==> src/rtl/out_sched_pkg.sv <==
// Shared types and constants for the Q16 output-port scheduler.
package out_sched_pkg;

    localparam int DW = 16;

    localparam logic [1:0] CH_A = 2'b01;
    localparam logic [1:0] CH_B = 2'b10;

    typedef enum logic {IDLE, SEND} state_e;

    typedef struct packed {
        logic [1:0]    mask;
        logic [DW-1:0] data;
    } entry_t;

endpackage

==> src/rtl/out_sched_fifo.sv <==
// In-order entry queue for out_sched; exposes the head and the entry behind it
// so the scheduler can present the next entry on the same edge it pops.
module out_sched_fifo
    import out_sched_pkg::*;
#(
    parameter int DEPTH = 4
) (
    input  logic                     clk,
    input  logic                     rst,
    input  logic                     push_i,
    input  entry_t                   push_ent_i,
    input  logic                     pop_i,
    output logic                     full_o,
    output logic                     empty_o,
    output logic [$clog2(DEPTH):0]   count_o,
    output entry_t                   head_o,
    output entry_t                   head_nxt_o
);

    localparam int PW = $clog2(DEPTH);
    localparam int CW = PW + 1;

    entry_t          mem_q [DEPTH];
    logic [PW-1:0]   wr_q, rd_q;
    logic [CW-1:0]   cnt_q;
    logic            do_push, do_pop;

    assign full_o  = (cnt_q == CW'(DEPTH));
    assign empty_o = (cnt_q == '0);
    assign count_o = cnt_q;
    assign do_push = push_i & ~full_o;
    assign do_pop  = pop_i & ~empty_o;

    assign head_o     = mem_q[rd_q];
    assign head_nxt_o = mem_q[rd_q + PW'(1)];

    // Storage needs no reset: an entry is only read after it has been written.
    always_ff @(posedge clk) begin
        if (do_push) mem_q[wr_q] <= push_ent_i;
    end

    always_ff @(posedge clk or negedge rst) begin
        if (!rst) begin
            wr_q  <= '0;
            rd_q  <= '0;
            cnt_q <= '0;
        end else begin
            if (do_push) wr_q <= wr_q + PW'(1);
            if (do_pop)  rd_q <= rd_q + PW'(1);
            case ({do_push, do_pop})
                2'b10:   cnt_q <= cnt_q + CW'(1);
                2'b01:   cnt_q <= cnt_q - CW'(1);
                default: cnt_q <= cnt_q;
            endcase
        end
    end

endmodule

==> src/rtl/out_sched.sv <==
// Q16 output-port scheduler: queues OUT writes and drives channels A/B with valid/ready.
// Optional handshake watchdog enabled by defining OUT_SCHED_TIMEOUT_EN.
module out_sched
    import out_sched_pkg::*;
#(
    parameter int DEPTH   = 4,
    parameter int TIMEOUT = 255
) (
    input  logic          clk,
    input  logic          rst,
    input  logic          s,
    input  logic          inter,
    input  logic          outA,
    input  logic          outB,
    input  logic [1:0]    reg1,
    input  logic [DW-1:0] sreg1,
    input  logic [DW-1:0] sreg2,
    input  logic [DW-1:0] sreg3,
    input  logic [DW-1:0] sreg4,
    output logic          stall,
    output logic          busy,
    output logic [DW-1:0] a_data,
    output logic [DW-1:0] b_data,
    output logic          a_valid,
    output logic          b_valid,
    input  logic          a_ready,
    input  logic          b_ready,
    output logic          err
);

    localparam int CW = $clog2(DEPTH) + 1;

    state_e          state_q, state_d;
    logic [1:0]      done_q, done_d;
    logic            av_q, av_d, bv_q, bv_d;
    logic [DW-1:0]   ad_q, ad_d, bd_q, bd_d;

    logic [1:0]      req_mask, hs;
    logic [DW-1:0]   sel_data;
    logic            push, pop, all_done, force_pop;
    logic            full, empty, load, nxt_avail;
    logic [CW-1:0]   count;
    entry_t          push_ent, head, head_nxt, nxt_ent;

    assign req_mask = {outB, outA};

    always_comb begin
        sel_data = sreg1;
        case (reg1)
            2'd0: sel_data = sreg1;
            2'd1: sel_data = sreg2;
            2'd2: sel_data = sreg3;
            2'd3: sel_data = sreg4;
            default: sel_data = sreg1;
        endcase
    end

    assign push     = s & (|req_mask) & ~inter & ~stall;
    assign push_ent = '{mask: req_mask, data: sel_data};

    out_sched_fifo #(.DEPTH(DEPTH)) u_fifo (
        .clk        (clk),
        .rst        (rst),
        .push_i     (push),
        .push_ent_i (push_ent),
        .pop_i      (pop),
        .full_o     (full),
        .empty_o    (empty),
        .count_o    (count),
        .head_o     (head),
        .head_nxt_o (head_nxt)
    );

    assign stall = full;
    assign busy  = (count != '0);

    assign hs       = {bv_q & b_ready, av_q & a_ready};
    assign all_done = (((done_q | hs) & head.mask) == head.mask);
    assign pop      = (state_q == SEND) & (all_done | force_pop);

    // Whenever a new head is loaded (from IDLE or on a pop) it may come straight
    // from this cycle's push, so an OUT to an empty queue shows valid next cycle.
    always_comb begin
        state_d   = state_q;
        done_d    = done_q | hs;
        av_d      = av_q & ~a_ready;
        bv_d      = bv_q & ~b_ready;
        ad_d      = ad_q;
        bd_d      = bd_q;
        load      = 1'b0;
        nxt_avail = 1'b0;
        nxt_ent   = push_ent;
        case (state_q)
            IDLE: begin
                load      = 1'b1;
                nxt_avail = ~empty | push;
                nxt_ent   = empty ? push_ent : head;
            end
            SEND: begin
                if (pop) begin
                    load      = 1'b1;
                    nxt_avail = (count > CW'(1)) | push;
                    nxt_ent   = (count > CW'(1)) ? head_nxt : push_ent;
                end
            end
            default: state_d = IDLE;
        endcase
        if (load) begin
            state_d = nxt_avail ? SEND : IDLE;
            done_d  = '0;
            av_d    = nxt_avail & nxt_ent.mask[0];
            bv_d    = nxt_avail & nxt_ent.mask[1];
            if (av_d) ad_d = nxt_ent.data;
            if (bv_d) bd_d = nxt_ent.data;
        end
    end

    always_ff @(posedge clk or negedge rst) begin
        if (!rst) begin
            state_q <= IDLE;
            done_q  <= '0;
            av_q    <= 1'b0;
            bv_q    <= 1'b0;
            ad_q    <= '0;
            bd_q    <= '0;
        end else begin
            state_q <= state_d;
            done_q  <= done_d;
            av_q    <= av_d;
            bv_q    <= bv_d;
            ad_q    <= ad_d;
            bd_q    <= bd_d;
        end
    end

    assign a_valid = av_q;
    assign b_valid = bv_q;
    assign a_data  = ad_q;
    assign b_data  = bd_q;

`ifdef OUT_SCHED_TIMEOUT_EN
    localparam int TW = $clog2(TIMEOUT + 1);

    logic [TW-1:0] wd_q;
    logic          err_q;

    // The head is dropped at the end of its TIMEOUT-th waiting SEND cycle.
    assign force_pop = (state_q == SEND) & ~all_done & (wd_q == TW'(TIMEOUT - 1));

    always_ff @(posedge clk or negedge rst) begin
        if (!rst) begin
            wd_q  <= '0;
            err_q <= 1'b0;
        end else begin
            if (load)
                wd_q <= '0;
            else if ((state_q == SEND) && !all_done)
                wd_q <= wd_q + TW'(1);
            if (force_pop) err_q <= 1'b1;
        end
    end

    assign err = err_q;
`else
    assign force_pop = 1'b0;
    assign err       = 1'b0;
`endif

endmodule
==> config.mk <==
export PLATFORM = sky130hd
export DESIGN_NAME = out_sched
export DESIGN_NICKNAME = d
export VERILOG_FILES = /design/src/rtl/out_sched_pkg.sv /design/src/rtl/out_sched_fifo.sv /design/src/rtl/out_sched.sv
export SDC_FILE = /design/constraint.sdc
export NUM_CORES = 1
export LEC_CHECK = 0
export ABC_CLOCK_PERIOD_IN_PS = 4300
export BUFFER_PORTS_ARGS = -buffer_cell sky130_fd_sc_hd__buf_2
export CAP_MARGIN = 40
export CORE_UTILIZATION = 30
export CTS_CLUSTER_DIAMETER = 40
export DETAILED_ROUTE_END_ITERATION = 8
export PLACE_DENSITY_LB_ADDON = 0.15
export REMOVE_ABC_BUFFERS = 1
export SYNTH_ARGS = -nofsm -noshare
export SYNTH_HDL_FRONTEND = slang
export SYNTH_SLANG_ARGS = --single-unit
export TNS_END_PERCENT = 30
==> constraint.sdc <==
create_clock -name clk -period 4.3 [get_ports clk]
set_input_delay 0.43 -clock clk [delete_from_list [all_inputs] [get_ports clk]]
set_output_delay 0.43 -clock clk [all_outputs]
set_load 0.01 [all_outputs]
==> results.md, run 1 <==
- Status: finished, final reports clean
- GRT overflow: 0
- CP endpoint kind: flip-flop
- Hold WC Path Type: in -> reg
- Worst-path clk slew: 0.05 ns
- Hold buffers post-CTS: 1
- Largest net degree at the start of global routing: 26
- Worst skew pair latency: 0.42 ns
- Synth async-reset ratio: 37.9%
- Total track usage: 15.1%
- Final Hold Fails: 0
- Worst slack at placement: 1.29 ns
- WHS: 0.294 ns
- Layout Utilization: 39.0%
- Worst-Margin Slew: 0.840 ns
- CP max FO: 15
- Setup ws final: 1.32 ns
- Gate Count Post-Synth: 327
- Synth cell types: 35
- Port buffer count: 109
- First-pass GRT wire length: 21.4 mm
- Clock sink count: 116
- RSZ-0062 raised after global routing: no
- Iter 0 DRT Violations: 175
- Fin Clk Skew: 0.00825 ns
- Setup CP Type: reg -> reg
- Commonest non-fill, non-tap cell in the layout: buf_2
- Fin crit share: 69.2%
- Row count: 49
- Antenna Nets Post-Route: 0
- Chip Width: 139 um
- Sequential area share after synthesis: 57.6%
- Syn_area_per_cell: 17.3 um^2
- Slew headroom: 44.0%
- Met2 Usage GRT: 25.5%
- Fmax: 0.336 GHz
- Period minus WS final: 2.98 ns
- Vias in the first global route: 3,735
- Core Footprint: 18,300 um^2
- Total of max-cap violations: 0
- Number of synthesized flops with an enable pin: 72
- Starting Density: 31.0%
- Main synth FF type: edfxtp_1
- Total CTS buffers: 17
- Synth warn: 0
- Setup TNS: 0 ns
- Dpl hpwl: 9.08 mm
- CTS tree: done
- CTS H-Tree Depth: 4
- Boundary Pins: 111
- Top cell type's share of synthesized area: 38.1%
- Synth area leader: edfxtp_1
- Layer with the highest usage: met2
- Req. time, crit path: 4.65 ns
- Post_cts resized: 0
- Leak Pwr: 2.80 nW
- Final GP Congestion: 0.746
- Top cells by area, synth: edfxtp_1 (38%), mux4_2 (20%), dfrtp_1 (19%), mux2_2 (6.0%), ha_1 (1.8%)
- Number of setup buffers added after CTS: 0
- # setup viols final: 0
- DRC viols: 0
- Initial antenna violation count: 0
- Arrival @ worst endpoint: 3.33 ns
- VDD IR-drop max: 0.268 mV
- WL/cell: 19.6 um
- Synth-to-Final Area Change: 25.8%
- GR Util met1: 18.6%
- CP Launch Type: flip-flop
- Die height: 139 um
- Final Max Tran Viols: 0
- Layout cell share with drive strength beyond 1: 51.6%
- DR vias: 3,475
- Met3 usage: 4.20%
- N_diodes: 0
- Via/cell ratio: 5.07
- Drt total wl: 13.5 mm
- Root Driver: clkbuf_16
- Clock tree buffer depth: 2
- Drt pass-1 iters: 4
- Die Footprint: 19,500 um^2
- Synthesized flop and latch total: 116
- Power per cell area: 764 nW/um^2
- Cell Area, Synth: 5670 um^2
- Final Net Count: 526
- Most frequent cells in the layout: buf_2 (109), edfxtp_1 (72), mux4_2 (51), dfrtp_1 (43), mux2_2 (30)
## metal layers
layer,wire [um],part of all wire (%),up-vias
met5,0,0,-
met4,177,1.3,0
met3,570,4.2,16
met2,6700,50,99
met1,6020,45,1797
li1,-,-,1563
## registers in the layout, indices dropped and copies added, names as in the netlist, 2 cells and up
register,count
u_fifo.wr_q,2
u_fifo.mem_q,72
a_data,16
u_fifo.count_o,3
b_data,16
u_fifo.rd_q,2
done_q,2
## final cells by class
class	count	area, um^2
Inverter	5	18.8
Clock buffer	25	538
Tap cell	229	287
Timing Repair Buffer	119	643
Sequential cell	116	3260
Clock inverter	7	113
Fill cell	1711	11100
Multi-Input combinational cell	185	2270
## power breakdown
group / internal (W) / switching, W / leakage (nW) / total, W
clock network: 0.00104 / 0.000483 / 0.320 / 0.00152
registers: 0.00149 / 0.000198 / 1.18 / 0.00169
logic: 0.00112 / 0.00112 / 1.30 / 0.00224
total: 0.00365 / 0.00180 / 2.80 / 0.00545
## stage by stage
step / instance area, um^2 / std cells / total power, W
floorplan: 5550 / 306 / 0.00329
global placement: 6440 / 651 / 0.00394
detailed placement: 6470 / 653 / 0.00399
CTS: 7130 / 686 / 0.00554
global route: 7130 / 686 / 0.00581
finish: 7130 / 686 / 0.00545
## kinds of logic (layout without fill, tap and decap cells)
| kind of cell | after synthesis | count (layout) | synth area share (%) |
|---|---|---|---|
| compound gates | 46 | 46 | 5.89 |
| xor+xnor | 6 | 6 | 0.927 |
| fa+ha+maj | 8 | 8 | 1.77 |
| buf+inv | 26 | 156 | 2.43 |
| flops | 116 | 116 | 57.6 |
| mux | 85 | 85 | 27.3 |
| other cells | 1 | 1 | 0.0661 |
| simple gates | 39 | 39 | 4.10 |
## critical path: stages (launching register included)
cell and delay (ns):
dfrtp_2 0.61, mux4_1 0.71, a221oi_4 0.77, buf_4 0.35, a22oi_1 0.09, o21ai_0 0.16, mux2_2 0.22
## cell usage after synthesis, drive strengths merged (4+ instances only)
library cell,instances
mux4,52
mux2,32
a22o,4
inv,5
buf,11
dfrtp,44
nand2,15
edfxtp,72
nand2b,4
and2,5
clkbuf,10
xnor2,4
o21ai,18
nor2,6
ha,8
a221o,4
a22oi,13
## final timing paths
kind | cells past startpoint | slack, ns | start | to
setup / recovery | 6 | 1.32 | u_fifo.rd_q[0] | b_data[15]
hold / removal | 1 | 0.29 | outB | u_fifo.mem_q[2][17]
setup reg to reg | 6 | 1.32 | u_fifo.rd_q[0] | b_data[15]
hold reg to reg | 1 | 0.48 | a_data[14] | a_data[14]
max in group asynchronous | 3 | 3.21 | rst | b_data[3]
min in group asynchronous | 2 | 0.55 | rst | b_data[6]
(Power assumes the default switching activity.)
==> run 2: changes to the inputs <==
Settings changed: ABC_CLOCK_PERIOD_IN_PS 4300 to 3070.
Clock period 4.3 ns to 3.07 ns, I/O delays scaled along.
==> run 2 against run 1 <==
  * Die area is the same
  * Core utilization increased by 0.25 points
  * Power is 40% higher
  * Final cell count up 1.6%
  * Non-clock buffer count rose by 11
  * Sequential power up 36%
  * Setup slack got worse by 0.80 ns
  * Combinational power is 45% higher
  * Clock power increased by 37%
  * Via count rose by 0.75%
  * Global-route usage is 0.61 points lower
  * First-iteration DRC count decreased by 1.7%
  * Critical endpoint is now b_data[6]
  * Largest power group unchanged
==> results.md, run 2 (same netlist as run 1, synthesis figures left out) <==
- WL/cell: 18.8 um (-4.3%)
- Worst-Margin Slew: 0.607 ns (-0.233 ns)
- Hold WC Path Type: in -> reg
- Boundary Pins: 111 (unchanged)
- Setup TNS: 0 ns (unchanged)
- Final Hold Fails: 0 (unchanged)
- Layout Utilization: 39.3% (+0.25 points)
- Iter 0 DRT Violations: 172 (-1.7%)
- Total track usage: 14.5% (-0.61 points)
- Largest net degree at the start of global routing: 28 (+7.7%)
- Post_cts resized: 0 (unchanged)
- Drt pass-1 iters: 4 (unchanged)
- Vias in the first global route: 3,653 (-2.2%)
- Layout cell share with drive strength beyond 1: 52.4% (+0.71 points)
- Crit path cell chain: mux4_1 -> a221oi_4 -> buf_4 -> nor2b_4 -> a221o_1 -> mux2_2
- FILL cells: 1,696 (-0.88%)
- Worst-path clk slew: 0.05 ns (about the same)
- Setup CP Type: reg -> reg
- Root Driver: clkbuf_16
- Dpl hpwl: 9.21 mm (+1.4%)
- Slew headroom: 59.1% (+15 points)
- Initial antenna violation count: 0 (unchanged)
- Port buffer count: 109 (unchanged)
- Fmax: 0.392 GHz (+17%)
- Row count: 49 (unchanged)
- Total CTS buffers: 17 (unchanged)
- Req. time, crit path: 3.36 ns (-1.29 ns)
- DRC viols: 0 (unchanged)
- Final Net Count: 537 (+2.1%)
- Fin cells: 697 (+1.6%)
- Via/cell ratio: 5.02 (-0.84%)
- DR vias: 3,501 (+0.75%)
- Core Footprint: 18,300 um^2 (unchanged)
- Starting Density: 31.0% (unchanged)
- Status: finished, final reports clean
- # setup viols final: 0 (unchanged)
- Worst slack at placement: 0.515 ns (-0.771 ns)
- CP max FO: 15 (unchanged)
- Most frequent cells in the layout: buf_2 (109), edfxtp_1 (72), mux4_2 (51), dfrtp_1 (43), mux2_2 (30)
- Max FFs per register: 72 (unchanged)
- GRT overflow: 0 (unchanged)
- Arrival @ worst endpoint: 2.84 ns (-0.49 ns)
- Commonest non-fill, non-tap cell in the layout: buf_2
- Slowest cell on the critical path: mux4_1
- Largest Register: u_fifo.mem_q
- CTS H-Tree Depth: 4 (unchanged)
- Period minus WS final: 2.55 ns (-0.426 ns)
- N_diodes: 0 (unchanged)
- Die Footprint: 19,500 um^2 (unchanged)
- Clock sink count: 116 (unchanged)
- CP Launch Type: flip-flop
- Total of max-cap violations: 0 (unchanged)
- Clock tree buffer depth: 2 (unchanged)
- Antenna Nets Post-Route: 0 (unchanged)
- Leak Pwr: 2.84 nW (+1.6%)
- Chip Width: 139 um (unchanged)
- CTS tree: done
- VDD IR-drop max: 0.472 mV (+76%)
- RSZ-0062 raised after global routing: no
- Final GP Congestion: 0.687 (-7.9%)
- CP endpoint kind: flip-flop
- Setup ws final: 0.520 ns (-0.804 ns)
- Drt total wl: 13.1 mm (-2.8%)
- Fin Clk Skew: 0.00575 ns (-0.00250 ns)
- Worst skew pair latency: 0.41 ns (about the same)
- Fin crit share: 83.1% (+14 points)
- Die height: 139 um (unchanged)
- Critical path's largest stage delay: 0.66 ns (-0.11 ns)
- Synth-to-Final Area Change: 26.6%
- First-pass GRT wire length: 20.6 mm (-3.7%)
- Final Max Tran Viols: 0 (unchanged)
- Power per cell area: 1060 nW/um^2 (+39%)
- Inst Count DP: 664 (+1.7%)
[run 2: layer usage]
metal  global-route usage (%)  part of all wire, %  vias up
li1                         -                    -     1588
met1                     18.0                   44     1787
met2                     23.9                   50      110
met3                     3.75                  4.8       16
met4                     6.49                  1.6        0
met5                        0                    0        -
[run 2: final timing paths]
check	startpoint	to	slack (ns)	cells past startpoint
max	u_fifo.rd_q[0]	b_data[6]	0.52	6
min	b_ready	b_valid	0.17	3
max reg2reg	u_fifo.rd_q[0]	b_data[6]	0.52	6
min reg2reg	a_data[14]	a_data[14]	0.49	1
max in group asynchronous	rst	u_fifo.rd_q[0]	2.15	3
min in group asynchronous	rst	b_data[13]	0.39	2
[run 2: cell type report]
class / count / area, um^2 / area share [%]
timing repair buffer: 130 / 718 / 10.0
inverter: 5 / 18.8 / 0.262
sequential: 116 / 3260 / 45.5
clock buffer: 19 / 433 / 6.03
multi-input combinational: 185 / 2270 / 31.6
tap: 229 / 287 / 3.99
clock inverter: 13 / 188 / 2.62
[run 2: stage by stage]
| step | total power (W) | cell area [um^2] | hold WS, ns |
|---|---|---|---|
| final | 0.00764 | 7180 | 0.167 |
| after global routing | 0.00813 | 7180 | 0.155 |
| after CTS | 0.00777 | 7180 | 0.145 |
| after detailed placement | 0.00564 | 6550 | 0.303 |
| after global placement | 0.00557 | 6530 | 0.484 |
| after floorplan | 0.00461 | 5550 | 0.0114 |
[run 2: power breakdown]
part	switching, W	internal (W)
clock	0.000668	0.00142
combinational	0.00163	0.00162
sequential	0.000211	0.00209
total	0.00251	0.00513
[run 2: timing repair]
action,in CTS,in global routing
setup buffers,0,0
endpoints found under the setup margin,0,0
hold buffers,1,0
endpoints found under the hold margin,17,0
[run 2: worst max-delay path, delay by kind of cell, from the launching register on]
kind | cells | cell delay (ns)
AO/OA/AOI/OAI | 2 | 0.71
buffers and inverters | 1 | 0.27
flip-flops | 1 | 0.43
AND/OR/NAND/NOR | 1 | 0.07
multiplexers | 2 | 0.93
